File: config.mk
export PLATFORM = sky130hd
export DESIGN_NAME = timer_apb_slave
export DESIGN_NICKNAME = d
export VERILOG_FILES = /design/src/rtl/timer_apb_slave.sv
export SDC_FILE = /design/constraint.sdc
export NUM_CORES = 1
export LEC_CHECK = 0
export ABC_AREA = 1
export ABC_CLOCK_PERIOD_IN_PS = 3200
export CORE_UTILIZATION = 49
export CTS_CLUSTER_SIZE = 28
export DETAILED_ROUTE_END_ITERATION = 12
export PLACE_DENSITY = 0.85
export SLEW_MARGIN = 25
export SYNTH_ARGS = -nofsm -noshare
export SYNTH_HDL_FRONTEND = slang
export SYNTH_SLANG_ARGS = --single-unit
File: constraint.sdc
create_clock -name pclk -period 3.2 [get_ports pclk]
set_input_delay 0.64 -clock pclk [delete_from_list [all_inputs] [get_ports pclk]]
set_output_delay 0.64 -clock pclk [all_outputs]
set_load 0.03 [all_outputs]
File: src/rtl/timer_apb_slave.sv
// APB register-file responder for the 8-bit timer (TDR, TCR, TSR, TCNT view).
// Optional pslverr reporting is enabled by defining TIMER_APB_SLVERR_EN.
module timer_apb_slave #(
    parameter int WAIT_STATES = 0,
    parameter int ADDR_W      = 8
) (
    input  logic              pclk,
    input  logic              prst,
    input  logic              psel,
    input  logic              penable,
    input  logic              pwrite,
    input  logic [ADDR_W-1:0] paddr,
    input  logic [7:0]        pwdata,
    output logic [7:0]        prdata,
    output logic              pready,
    output logic              pslverr,
    output logic [7:0]        tdr_o,
    output logic              load_o,
    output logic              updown_o,
    output logic              en_o,
    output logic [1:0]        cks_o,
    input  logic [7:0]        tcnt_i,
    input  logic              ovf_i,
    input  logic              udf_i
);

    localparam logic [ADDR_W-1:0] A_TDR  = ADDR_W'(2'd0);
    localparam logic [ADDR_W-1:0] A_TCR  = ADDR_W'(2'd1);
    localparam logic [ADDR_W-1:0] A_TSR  = ADDR_W'(2'd2);
    localparam logic [ADDR_W-1:0] A_TCNT = ADDR_W'(2'd3);

    typedef enum logic [0:0] {
        ST_IDLE   = 1'b0,
        ST_ACCESS = 1'b1
    } state_t;

    state_t            r_state;
    state_t            w_state_nxt;
    logic [2:0]        r_wait;
    logic [ADDR_W-1:0] r_addr;
    logic              r_write;
    logic [7:0]        r_wdata;
    logic [7:0]        r_tdr;
    logic [7:0]        r_tcr;
    logic [1:0]        r_tsr;
    logic              r_load;
    logic              w_setup;
    logic              w_ready;
    logic              w_err;
    logic              w_commit;
    logic [7:0]        w_rdata;

    assign w_setup  = (r_state == ST_IDLE) && psel && !penable;
    assign w_ready  = (r_state == ST_ACCESS) && psel && penable && (r_wait == 3'(WAIT_STATES));
`ifdef TIMER_APB_SLVERR_EN
    assign w_err    = (r_addr > A_TCNT) || (r_write && (r_addr == A_TCNT));
`else
    assign w_err    = 1'b0;
`endif
    assign w_commit = w_ready && r_write && !w_err;

    // State register
    always_ff @(posedge pclk) begin
        if (prst) begin
            r_state <= ST_IDLE;
        end else begin
            r_state <= w_state_nxt;
        end
    end

    // Next-state logic; an access with psel dropped is abandoned without commit
    always_comb begin
        w_state_nxt = r_state;
        case (r_state)
            ST_IDLE: begin
                if (w_setup) w_state_nxt = ST_ACCESS;
                else         w_state_nxt = ST_IDLE;
            end
            ST_ACCESS: begin
                if (!psel || w_ready) w_state_nxt = ST_IDLE;
                else                  w_state_nxt = ST_ACCESS;
            end
            default: w_state_nxt = ST_IDLE;
        endcase
    end

    // Setup-phase capture and wait-state counter
    always_ff @(posedge pclk) begin
        if (prst) begin
            r_wait  <= 3'd0;
            r_addr  <= A_TDR;
            r_write <= 1'b0;
            r_wdata <= 8'h00;
        end else if (w_setup) begin
            r_wait  <= 3'd0;
            r_addr  <= paddr;
            r_write <= pwrite;
            r_wdata <= pwdata;
        end else if ((r_state == ST_ACCESS) && psel && penable && !w_ready) begin
            r_wait  <= r_wait + 3'd1;
        end
    end

    // Register file; status set events take priority over a same-cycle W1C
    always_ff @(posedge pclk) begin
        if (prst) begin
            r_tdr  <= 8'h00;
            r_tcr  <= 8'h00;
            r_tsr  <= 2'b00;
            r_load <= 1'b0;
        end else begin
            if (w_commit && (r_addr == A_TDR)) r_tdr <= r_wdata;
            if (w_commit && (r_addr == A_TCR)) r_tcr <= r_wdata & 8'h33;
            r_load   <= w_commit && (r_addr == A_TCR) && r_wdata[7];
            r_tsr[0] <= ovf_i | (r_tsr[0] & ~(w_commit && (r_addr == A_TSR) && r_wdata[0]));
            r_tsr[1] <= udf_i | (r_tsr[1] & ~(w_commit && (r_addr == A_TSR) && r_wdata[1]));
        end
    end

    // Read-data mux, driven only during a completing read
    always_comb begin
        w_rdata = 8'h00;
        if (w_ready && !r_write && !w_err) begin
            case (r_addr)
                A_TDR:   w_rdata = r_tdr;
                A_TCR:   w_rdata = r_tcr;
                A_TSR:   w_rdata = {6'b000000, r_tsr};
                A_TCNT:  w_rdata = tcnt_i;
                default: w_rdata = 8'h00;
            endcase
        end else begin
            w_rdata = 8'h00;
        end
    end

    assign prdata   = w_rdata;
    assign pready   = w_ready;
    assign pslverr  = w_ready && w_err;
    assign tdr_o    = r_tdr;
    assign load_o   = r_load;
    assign updown_o = r_tcr[5];
    assign en_o     = r_tcr[4];
    assign cks_o    = r_tcr[1:0];

endmodule

# Yosys cells after proc, flatten, opt, wreduce, memory -nomap -nowiden
# Index checks and enable logic that the tools add are counted.
# Widths: inputs -> output; s select.
classes:
  muxes: 5
  n_eq_ne: 3
  reduce_logical: 22
  bitwise: 7
  n_addsub: 1
ops:
  columns: ["cell", "n"]
  rows:
  - ["$pmux 8 s4", 1]
  - ["$eq 8x2->1 const B", 2]
  - ["$logic_and 1x1->1", 14]
  - ["$eq 8x1->1 const B", 1]
  - ["$logic_not 8->1", 1]
  - ["$mux 8", 1]
  - ["$logic_not 1->1", 4]
  - ["$add 3x1->3 const B", 1]
  - ["$logic_not 3->1", 1]
  - ["$not 1->1", 3]
  - ["$and 1x1->1", 2]
  - ["$mux 1", 2]
  - ["$or 1x1->1", 2]
  - ["$pmux 1 s2", 1]
  - ["$reduce_or 2->1", 1]
  - ["$logic_or 1x1->1", 1]
totals:
  regBits: 36
  input_bits: 31
  wordCells: 47
  out_inout_bits: 23

# Longest topological paths before layout
# Gate-level depths: netlist of the first run.
logic_depth:
  depth_word: 9
  ltp_mapped: 8
  depth_no_buf: 8

# Least setup slack after synthesis of the first run
# OpenSTA, ideal clock, no wires.
synth_path:
  path_type: "input -> output"
  start: "in penable"
  end: "out prdata[2]"
  arrival_time_ns: 1.953
  required_ns: 2.560
  setup_slack_ns: 0.607
  path_stages: 4
  path_buffers: 0
  path_cell_list: "nand3_1 -> nor2_2 -> nand4_2 -> a21oi_1"
synth_via:
  elab_chain_cells: 4
synth_lines:
  columns: ["item", "line", "source"]
  rows:
  - ["from (decl)", "10", "input logic penable,"]
  - ["$logic_and 1x1->1 (2 in series)", "54", "assign w_ready = (r_state == ST_ACCESS) && psel && penable && (r_wait == 3'(WAIT_STATES));"]
  - ["named net pready", "15", "output logic pready,"]
  - ["$logic_and 1x1->1", "123", "if (w_ready && !r_write && !w_err) begin"]
  - ["$mux 8", "123", null]
  - ["to (decl)", "14", "output logic [7:0] prdata,"]
# The timed path passes the listed nets, and every way through them passes these cells.

# Worst setup path after layout of the first run
layout_path:
  start: "in psel"
  end: "out pready"
layout_via:
  elab_chain_cells: 3
layout_lines:
  columns: ["item", "line", "source"]
  rows:
  - ["from (decl)", "9", "input logic psel,"]
  - ["$logic_and 1x1->1 (3 in series)", "54", null]
  - ["to (decl)", "15", null]
# No other way between the ends.

==> results of run 1 <==
power by group through the flow:
stage | combinational (W) | sequential [W] | clock, W
after floorplan | 0.0000772 | 0.000486 | 0
after global placement | 0.000127 | 0.000488 | 0
after detailed placement | 0.000129 | 0.000489 | 0
after CTS | 0.000130 | 0.000479 | 0.000270
after global routing | 0.000144 | 0.000481 | 0.000288
final | 0.000130 | 0.000479 | 0.000267
flip-flops by register name (all words and copies together) (netlist names):
signal and cells:
r_addr 8, r_wdata 8, tdr_o 8, r_tcr 4
r_wait 3, r_tsr 2, load_o 1, r_state 1
r_write 1
critical path, cell delays in order:
cell             delay [ns]
clkdlybuf4s50_1        0.49
nand3_1                0.17
nor2_2                 0.23
clkdlybuf4s50_1        0.72
per-stage QoR:
stage                     hold slack [ns]  cells
after floorplan                     0.424    229
after global placement              0.433    319
after detailed placement            0.439    319
after CTS                           0.454    326
after global routing                0.476    326
final                               0.453    326
cell families (layout without fill, tap and decap cells):
kind of cell | Yosys count | in the layout | share of synthesized area
buffers and inverters | 39 | 92 | 0.0935
and+or+nand+nor | 93 | 93 | 0.283
other | 1 | 1 | 0.00224
DFF | 36 | 36 | 0.431
AOI/OAI and AO/OA | 58 | 58 | 0.175
adders and majority gates | 2 | 2 | 0.0150
metal layers:
metal | vias to the layer above | part of all wire | global-route usage
li1 | 846 | - | -
met1 | 718 | 0.46 | 0.286
met2 | 56 | 0.47 | 0.380
met3 | 4 | 0.057 | 0.0682
met4 | 0 | 0.010 | 0.0682
met5 | - | 0 | 0
how the worst max path moves through the flow:
stage | startpoint | to | depth (start not counted) | slack (ns)
after detailed placement | psel | pready | 4 | 0.30
final | psel | pready | 4 | 0.30
after floorplan | penable | prdata[2] | 4 | 0.61
after global placement | psel | pready | 4 | 0.31
after global routing | psel | pready | 4 | 0.21
after CTS | psel | pready | 4 | 0.29
cell type report:
type | instances | area [um^2]
clock buffers | 7 | 65.1
inverters | 32 | 125
flip-flops and latches | 36 | 721
multi-input cells | 154 | 796
repair buffers | 53 | 508
well taps | 44 | 55.1
fillers | 275 | 883
placed cells by master, fill, tap and decap left out, drive strengths merged:
master	count
a21oi	27
buf	9
clkbuf	7
clkdlybuf4s50	44
clkinv	1
conb	1
dfxtp	36
ha	2
inv	31
nand2	33
nand3	17
nand3b	1
nand4	2
nor2	36
nor3	3
nor4	1
o211ai	1
o21ai	30
==> results.yml, run 1 <==
global_route:
  grt_pass1_wl_um: 6060
  first_global_vias: 1368
  grtUsageTotal: 0.228
  grt_max_degree: 37
  grt_overflow: 0
  antenna_found_initial: 0
worst_hold_path:
  min_path_type: "reg -> reg"
  holdPathStages: 2
  whs_endpoint: "r_addr[7]"
  min-delay-start: "r_addr[7]"
place:
  place_congestion: 0.778
  port_buffers: 52
  post_dp_cell_area_um2: 2200
  place_hpwl_um: 2850
  place_ws_ns: 0.304
worst_setup_path:
  reg2regPathDepth: 7
  critPathKind: "in -> out"
  crit_path_end_kind: "output port"
  critPathArrivalTime_ns: 2.26
  crit_required_ns: 2.56
  reg2reg_slack_ns: 1.69
  r2r_end: "tdr_o[4]"
  worstReg2RegStart: "r_wait[0]"
  start_kind: "primary input"
  cp_max_fo: 4
logic_synthesis:
  async_flop_share: 0
  yosysTopAreaCell: "dfxtp_1"
  syn_avg_cell_area_um2: 7.31
  synth_nets: 262
  synth_seq_area_share: 0.431
  synth_cell_types: 31
  synth_seq_cells: 36
  syn-cell-area_um2: 1670
  ys_top_cells_by_area: "dfxtp_1, a21oi_1, nor2_1"
  synth-edff-count: 0
  synthTopCellsByCount: "dfxtp_1, nor2_1, nand2_1"
  synth_top_flop_cell: "dfxtp_1"
  syn_inst: 229
  netlist.area_leader.share: 0.431
  synth.most_common_cell: "dfxtp_1"
  ys_warn_count: 0
clock_network:
  cts_setup_buffers: 0
  insertion_delay_ns: 0.33
  cts_sinks: 36
  path_clk_slew_ns: 0.10
  cts_tree: "done"
  cts_max_path_buffers: 2
  cts-resized-gates: 0
  cts_made_buffers: 5
  root_buffer: "clkbuf_4"
  h-tree-depth: 2
  hold_buffers: 0
floorplan:
  die_area_um2: 3650
  rows: 20
  die_h_um: 60.4
  die_x_um: 60.4
  initial_core_util: 0.531
  io_pins: 54
  coreArea_um2: 3150
power:
  powerDensity_nw_per_um2: 386
  p_switching_w: 0.000226
  clkPwrFrac: 0.305
  vdd_drop_max_mv: 0.272
  pwr-share-seq: 0.547
  swShare: 0.259
  p_leak_nw: 0.918
  power.total_w: 0.000875
  intPower_w: 0.000649
  combPwrFrac: 0.148
finish:
  final_util: 0.720
  drive_gt1_frac: 0.121
  layout.nets: 315
  antenna_cells: 0
  fin_area_um2: 2270
  syn_to_final_growth_pct: 35.7
sta:
  final.setup.worst_slack_ns: 0.298
  fmax_mhz: 345
  skew_ns: 0.00608
  final.period_utilization: 0.907
  slew_headroom: 0.516
  setup-tns-final_ns: 0
  finalSetupViolCount: 0
  rsz0062_at_grt: "no"
  worstMarginPinSlew_ns: 0.725
  final_max_slew_viol_count: 0
  finalHoldViolations: 0
  finalCriticalPeriod_ns: 2.90
route:
  via_per_inst: 4.98
  drc: 0
  dr.pass1.iters: 5
  num_vias: 1624
  wl_per_cell_um: 11.8
  postRouteAntennaNets: 0
  totalWireLength_um: 3860
  drt_iter0_markers: 66
job:
  cap_violations: 0
outcome:
  status: "complete, no violations"
No activity file was read; power rests on OpenSTA's default activity.
==> run 2: changes to the inputs <==
--- a/config.mk
+++ b/config.mk
@@ -11,6 +11,7 @@
 export CTS_CLUSTER_SIZE = 28
 export DETAILED_ROUTE_END_ITERATION = 12
 export PLACE_DENSITY = 0.85
+export SETUP_SLACK_MARGIN = 0.02
 export SLEW_MARGIN = 25
 export SYNTH_ARGS = -nofsm -noshare
 export SYNTH_HDL_FRONTEND = slang
==> results of run 2 <==
Same layout as run 1: the final DEF is identical, and so are final timing and power.
==> run 3: changes to the inputs <==
--- a/config.mk
+++ b/config.mk
@@ -6,11 +6,11 @@
 export NUM_CORES = 1
 export LEC_CHECK = 0
 export ABC_AREA = 1
-export ABC_CLOCK_PERIOD_IN_PS = 3200
-export CORE_UTILIZATION = 49
+export ABC_CLOCK_PERIOD_IN_PS = 2600
+export CORE_UTILIZATION = 41
 export CTS_CLUSTER_SIZE = 28
 export DETAILED_ROUTE_END_ITERATION = 12
-export PLACE_DENSITY = 0.85
+export PLACE_DENSITY = 0.76
 export SETUP_SLACK_MARGIN = 0.02
 export SLEW_MARGIN = 25
 export SYNTH_ARGS = -nofsm -noshare
==> constraint.sdc (replaced) <==
create_clock -name pclk -period 2.6 [get_ports pclk]
set_input_delay 0.52 -clock pclk [delete_from_list [all_inputs] [get_ports pclk]]
set_output_delay 0.52 -clock pclk [all_outputs]
set_load 0.03 [all_outputs]
==> run 3 against run 2 <==
Compared with the run above: sequential share of layout area shrank 0.82 points; utilization decreased by 11 points; global-route usage fell by 3.7 points; die area is 19% higher; clock power rose by 52%; total power grew 32%; worst hold slack got worse by 0.0034 ns; critical path depth is 2 higher.
==> results.yml, run 3 (synthesized netlist as in run 1, its figures left out) <==
route:
  num_vias: 1627
  drc: 0
  via_per_inst: 4.86
  totalWireLength_um: 3790
  drt_iter0_markers: 53
  wl_per_cell_um: 11.3
  postRouteAntennaNets: 0
  dr.pass1.iters: 5
clock_network:
  cts_max_path_buffers: 2
  hold_buffers: 0
  cts_setup_buffers: 0
  cts-resized-gates: 0
  cts_sinks: 36
  cts_made_buffers: 5
  insertion_delay_ns: 0.29
  path_clk_slew_ns: 0.07
  root_buffer: "clkbuf_8"
  cts_tree: "done"
  h-tree-depth: 2
floorplan:
  die_x_um: 65.9
  io_pins: 54
  die_area_um2: 4340
  coreArea_um2: 3800
  die_h_um: 65.9
  rows: 22
  initial_core_util: 0.440
finish:
  fin_cells: 335
  syn_to_final_growth_pct: 39.3
  n_fill_cell: 358
  layout.nets: 319
  layout_common_cells: "clkdlybuf4s50_1, dfxtp_1, nor2_1"
  final_common_cell: "clkdlybuf4s50_1"
  antenna_cells: 0
  drive_gt1_frac: 0.139
sta:
  rsz0062_at_grt: "no"
  final.period_utilization: 0.940
  final_max_slew_viol_count: 0
  finalSetupViolCount: 0
  skew_ns: 0.00274
  finalCriticalPeriod_ns: 2.44
  finalHoldViolations: 0
  fmax_mhz: 409
  setup-tns-final_ns: 0
worst_setup_path:
  start_kind: "primary input"
  crit_chain: "clkdlybuf4s50_1 -> nand3_1 -> nor2_2 -> nand4_2 -> a21oi_1 -> buf_4"
  critical_path.max_stage_delay_ns: 0.50
  cp_max_fo: 7
  critPathKind: "in -> out"
  crit_required_ns: 2.08
  crit_slowest_cell: "clkdlybuf4s50_1"
  critPathArrivalTime_ns: 1.92
  crit_path_end_kind: "output port"
power:
  powerDensity_nw_per_um2: 497
  p_leak_nw: 0.953
  vdd_drop_max_mv: 0.323
global_route:
  grtUsageTotal: 0.191
  first_global_vias: 1462
  grt_pass1_wl_um: 6270
  grt_max_degree: 22
  antenna_found_initial: 0
  grt_overflow: 0
place:
  port_buffers: 52
  dpl.cell_count: 327
  place_congestion: 0.768
  place_hpwl_um: 2830
outcome:
  status: "complete, no violations"
job:
  cap_violations: 0
worst_hold_path:
  min_path_type: "reg -> reg"
run 3: changes by cell type in the layout (fill, tap and decap cells not counted), sizes merged:
cell | before | now
buf | 9 | 14
clkbuf | 7 | 6
clkdlybuf4s50 | 44 | 43
clkinv | 1 | 3
run 3: stage by stage:
step	hold slack (ns)	instance area [um^2]	setup WS (ns)	total power [W]	util
CTS	0.450	2330	0.145	0.00117	0.613
global placement	0.435	2240	0.187	0.000762	0.589
floorplan	0.424	1670	0.247	0.000694	-
detailed placement	0.439	2240	0.166	0.000765	0.589
global route	0.478	2330	0.0666	0.00121	0.613
finish	0.450	2330	0.155	0.00116	0.613
run 3: area by class of cell:
class / count / area, um^2 / share of cell area
Clock buffer: 6 / 82.6 / 0.0354
Clock inverter: 2 / 10.0 / 0.00430
Inverter: 32 / 125 / 0.0537
Multi-Input combinational cell: 154 / 796 / 0.342
Sequential cell: 36 / 721 / 0.309
Tap cell: 48 / 60.1 / 0.0258
Timing Repair Buffer: 57 / 536 / 0.230
run 3: metal layers:
layer | global-route usage | part of all wire
met1 | 0.236 | 0.46
met2 | 0.318 | 0.46
met3 | 0.0466 | 0.065
met4 | 0.0707 | 0.015
met5 | 0 | 0
run 3: final timing paths:
kind                   from   endpoint  slack [ns]  cells past startpoint
setup / recovery       psel  prdata[3]        0.16                      6
hold / removal    r_addr[7]  r_addr[7]        0.45                      2
setup reg to reg  r_wait[0]   tdr_o[1]        1.09                      7
hold reg to reg   r_addr[7]  r_addr[7]        0.45                      2
run 3: power breakdown:
part / switching, W / leakage [nW] / internal (W)
combinational: 0.0000882 / 0.608 / 0.0000749
clock: 0.000194 / 0.0510 / 0.000211
sequential: 0.0000169 / 0.294 / 0.000573
run 3: critical path, delay by kind of cell:
kind | cells | cell delay, ns
AND/OR/NAND/NOR | 3 | 0.51
AO/OA/AOI/OAI | 1 | 0.21
buffers and inverters | 2 | 0.68
==> edit 1 (flow settings as in run 1) <==
Make the reset (`prst`) asynchronous in 3 clocked blocks.
--- a/src/rtl/timer_apb_slave.sv
+++ b/src/rtl/timer_apb_slave.sv
@@ -62,3 +62,3 @@
     // State register
-    always_ff @(posedge pclk) begin
+    always_ff @(posedge pclk or posedge prst) begin
         if (prst) begin
@@ -87,3 +87,3 @@
     // Setup-phase capture and wait-state counter
-    always_ff @(posedge pclk) begin
+    always_ff @(posedge pclk or posedge prst) begin
         if (prst) begin
@@ -104,3 +104,3 @@
     // Register file; status set events take priority over a same-cycle W1C
-    always_ff @(posedge pclk) begin
+    always_ff @(posedge pclk or posedge prst) begin
         if (prst) begin
Formal check against the unedited RTL: differs if prst is asserted again (counterexample within 4 cycles, from zero or initial values and one cycle with prst high); with prst held inactive, the same outputs for 10 cycles.
==> edit 1 against run 1 <==
Clock skew increased by 0.00082 ns. Largest cell class is now registers. Die area increased by 3.8%. Total power increased by 2.3%. Cell count decreased by 4.0%. Cell area increased by 2.7%. Non-clock buffer count increased by 3. Sequential cell count unchanged. Worst setup slack improved by 0.070 ns. Synthesized cell count decreased by 7.9%. Wire length decreased by 6.7%. First-iteration DRC count decreased by 32%. Global-route usage decreased by 1.3 points. Synthesized area increased by 4.0%. Clock power decreased by 18%.
==> edit 1: results (changes against run 1) <==
actual slew at the worst max-slew pin 0.580 ns (-0.145 ns); Area contributors post-synth dfrtp_1 (52%), nand2_1 (10%), nand3_1 (8.1%), nor2_1 (5.8%), a21oi_1 (5.2%); WHS Endpoint r_tsr[1]$_DFF_PP0_; Post-DP HPWL 2870 um (+0.67%); grt met2 use 0.369 (-0.0112); CP top delay family simple AND/OR/NAND/NOR gates; post-synthesis mux area share 0.0324 (+0.0324); Critical Path AT 2.19 ns (-0.07 ns); critical path fanouts, max 7 (+3); min-delay src r_tsr[1]$_DFF_PP0_; Layout Skew 0.00689 ns (+0.000817 ns); clock power share 0.244 (-0.061); P per Cell Area 384 nW/um2 (-0.39%); predominant post-synthesis flop cell dfrtp_1; reg2reg end tdr_o[4]$_DFFE_PP0P_; share of layout cells above drive strength 1 0.120 (-0.000717); gpl congestion 0.778 (about the same); Worst R2R Start r_wait[0]$_DFFE_PP0P_; Seq power 0.526 mW (+9.8%); status finished, final reports clean; CP Capture Point prdata[1]; most frequent cells after synthesis nand2_1 (47), dfrtp_1 (36), nand3_1 (28); asr flop ratio synth 1.00 (+1.00); post-synthesis sequential area ratio 0.518 (+0.0872); DR iter-0 viols 45 (-32%); Adder-Cell Fraction of Synth Area 0.0144 (-0.000570); WL met1 1580 um (-12%); Post-Syn Nets 244 (-6.9%); CP peak stage delay 0.50 ns (-0.22 ns)
==> edit 1: cell types whose count changed in the layout (fill, tap and decap cells not counted), moves of 4 or more <==
cell,run 1,this run
dfrtp_1,0,36
dfxtp_1,36,0
nand2_1,29,47
nand3_1,15,28
o21ai_0,18,6
o21ai_1,12,0
a21oi_1,27,18
mux2_2,0,5
nor2_1,32,27
inv_1,27,23
o21ai_2,0,4
==> edit 1: area by class of cell <==
| cell class | instances | area (um2) | area share |
|---|---|---|---|
| sequential | 36 | 901 | 0.386 |
| multi-input combinational | 144 | 706 | 0.303 |
| timing repair buffer | 56 | 531 | 0.228 |
| inverter | 24 | 90.1 | 0.0386 |
| tap | 46 | 57.6 | 0.0247 |
| clock buffer | 6 | 41.3 | 0.0177 |
| clock inverter | 1 | 5.00 | 0.00215 |
==> edit 1: per-stage QoR <==
stage | cells | hold slack (ns)
finish | 313 | 0.478
global route | 313 | 0.535
CTS | 313 | 0.486
detailed placement | 306 | 0.462
global placement | 306 | 0.459
floorplan | 211 | 0.442
==> edit 2 (settings of run 1) <==
Made on the original files. `ADDR_W`: 8 -> 7.
--- a/src/rtl/timer_apb_slave.sv
+++ b/src/rtl/timer_apb_slave.sv
@@ -4,3 +4,3 @@
     parameter int WAIT_STATES = 0,
-    parameter int ADDR_W      = 8
+    parameter int ADDR_W      = 7
 ) (
Interface: changed (resized paddr); port bits go from 54 to 53. The function was not compared with the original's and may differ.
==> edit 2 against run 1 <==
Worst hold slack improved by 0.0096 ns. Total power decreased by 5.3%. Sequential share of layout area shrank 0.061 points. Wire length fell by 6.0%. Die area is 1.7% lower. Worst setup slack better by 0.044 ns. Via count down 0.25%. Fmax grew 1.6%. Clock skew grew 0.0069 ns. Cell area down 2.6%. Critical path depth grew 4. Sequential cell count shrank 1. Synthesized area decreased by 1.8%.
==> edit 2: results (changes against run 1) <==
Yosys cell types 27 (-13%); Via density 4.97 (-0.25%); CP Capture Point prdata[4]; Leak 0.909 nW (-0.99%); final instance area 2210 um2 (-2.6%); Pre-Repair DR Iteration Count 4 (-1); Post-Syn Nets 263 (+0.38%); reg2reg end r_addr[4]$_SDFFE_PP0P_; post-synthesis sequential area ratio 0.427 (-0.00431); CP peak stage delay 0.51 ns (-0.21 ns); GRT Total Usage 0.224 (-0.00410); Comb. pwr 0.125 mW (-4%); largest net degree at the start of global routing 30 (-19%); # fillers 290 (+5.5%); most frequent cells after synthesis nand2_1 (36), dfxtp_1 (35), nor2_1 (30); Longest Clk Path Bufs 2 (unchanged); Max VDD drop 0.279 mV (+2.6%); IO Port Bufs 51 (-1.9%); switch share 0.267 (+0.00786); Synth Instances 231 (+0.87%); WL/cell 11.1 um (-6.0%); Clock Power 0.242 mW (-9.4%); number of global-route vias before repair 1,332 (-2.6%); first-pass GRT wire length 5820 um (-4.0%); gpl congestion 0.717 (-7.8%); WHS Endpoint r_wdata[2]$_SDFFE_PP0P_; Worst R2R Start r_state$_SDFF_PP0_; Layout Skew 0.0129 ns (+0.00686 ns); critical path fanouts, max 7 (+3); actual slew at the worst max-slew pin 0.726 ns (+0.00123 ns); R2R depth 4 (-3); min-delay src r_wdata[2]$_SDFFE_PP0P_; Critical Path AT 2.22 ns (-0.04 ns); Area contributors post-synth dfxtp_1 (43%), nand2_1 (8.2%), a21oi_1 (7.9%), nand3_1 (7.0%), nor2_1 (6.9%); Hold Slack 0.463 ns (+0.00958 ns); nets 314 (-0.32%); f_max 350 MHz (+1.6%); combinational fraction of design power 0.151 (+0.003); Post-DP HPWL 2670 um (-6.3%); via count 1,620 (-0.25%); status finished, final reports clean
-- edit 2: cell types whose count changed after synthesis, sizes merged, moves of 2 or more --
cell,before,now
nor2,36,34
buf,3,6
nand2,33,39
inv,31,29
nand3,17,26
o21ai,30,21
nor3,3,5
-- edit 2: cell families (layout without fill, tap and decap cells) --
kind of cell / count (synthesis) / after routing / synth area share
simple gates: 106 / 106 / 0.310
compound gates: 48 / 48 / 0.148
buf+inv: 39 / 90 / 0.0982
flops: 35 / 35 / 0.427
fa+ha+maj: 2 / 2 / 0.0152
other cells: 1 / 1 / 0.00228
-- edit 2: layout make-up --
type / instances / area share
inverters: 30 / 0.0509
well taps: 44 / 0.0249
clock inverters: 1 / 0.00226
multi-input cells: 157 / 0.353
repair buffers: 53 / 0.229
clock buffers: 6 / 0.0232
flip-flops and latches: 35 / 0.317
-- edit 2: per-layer routing --
metal	track usage	vias to the layer above	share of wire
li1	-	842	-
met1	0.252	727	0.44
met2	0.390	46	0.50
met3	0.0649	5	0.043
met4	0.0963	0	0.015
met5	0	-	0
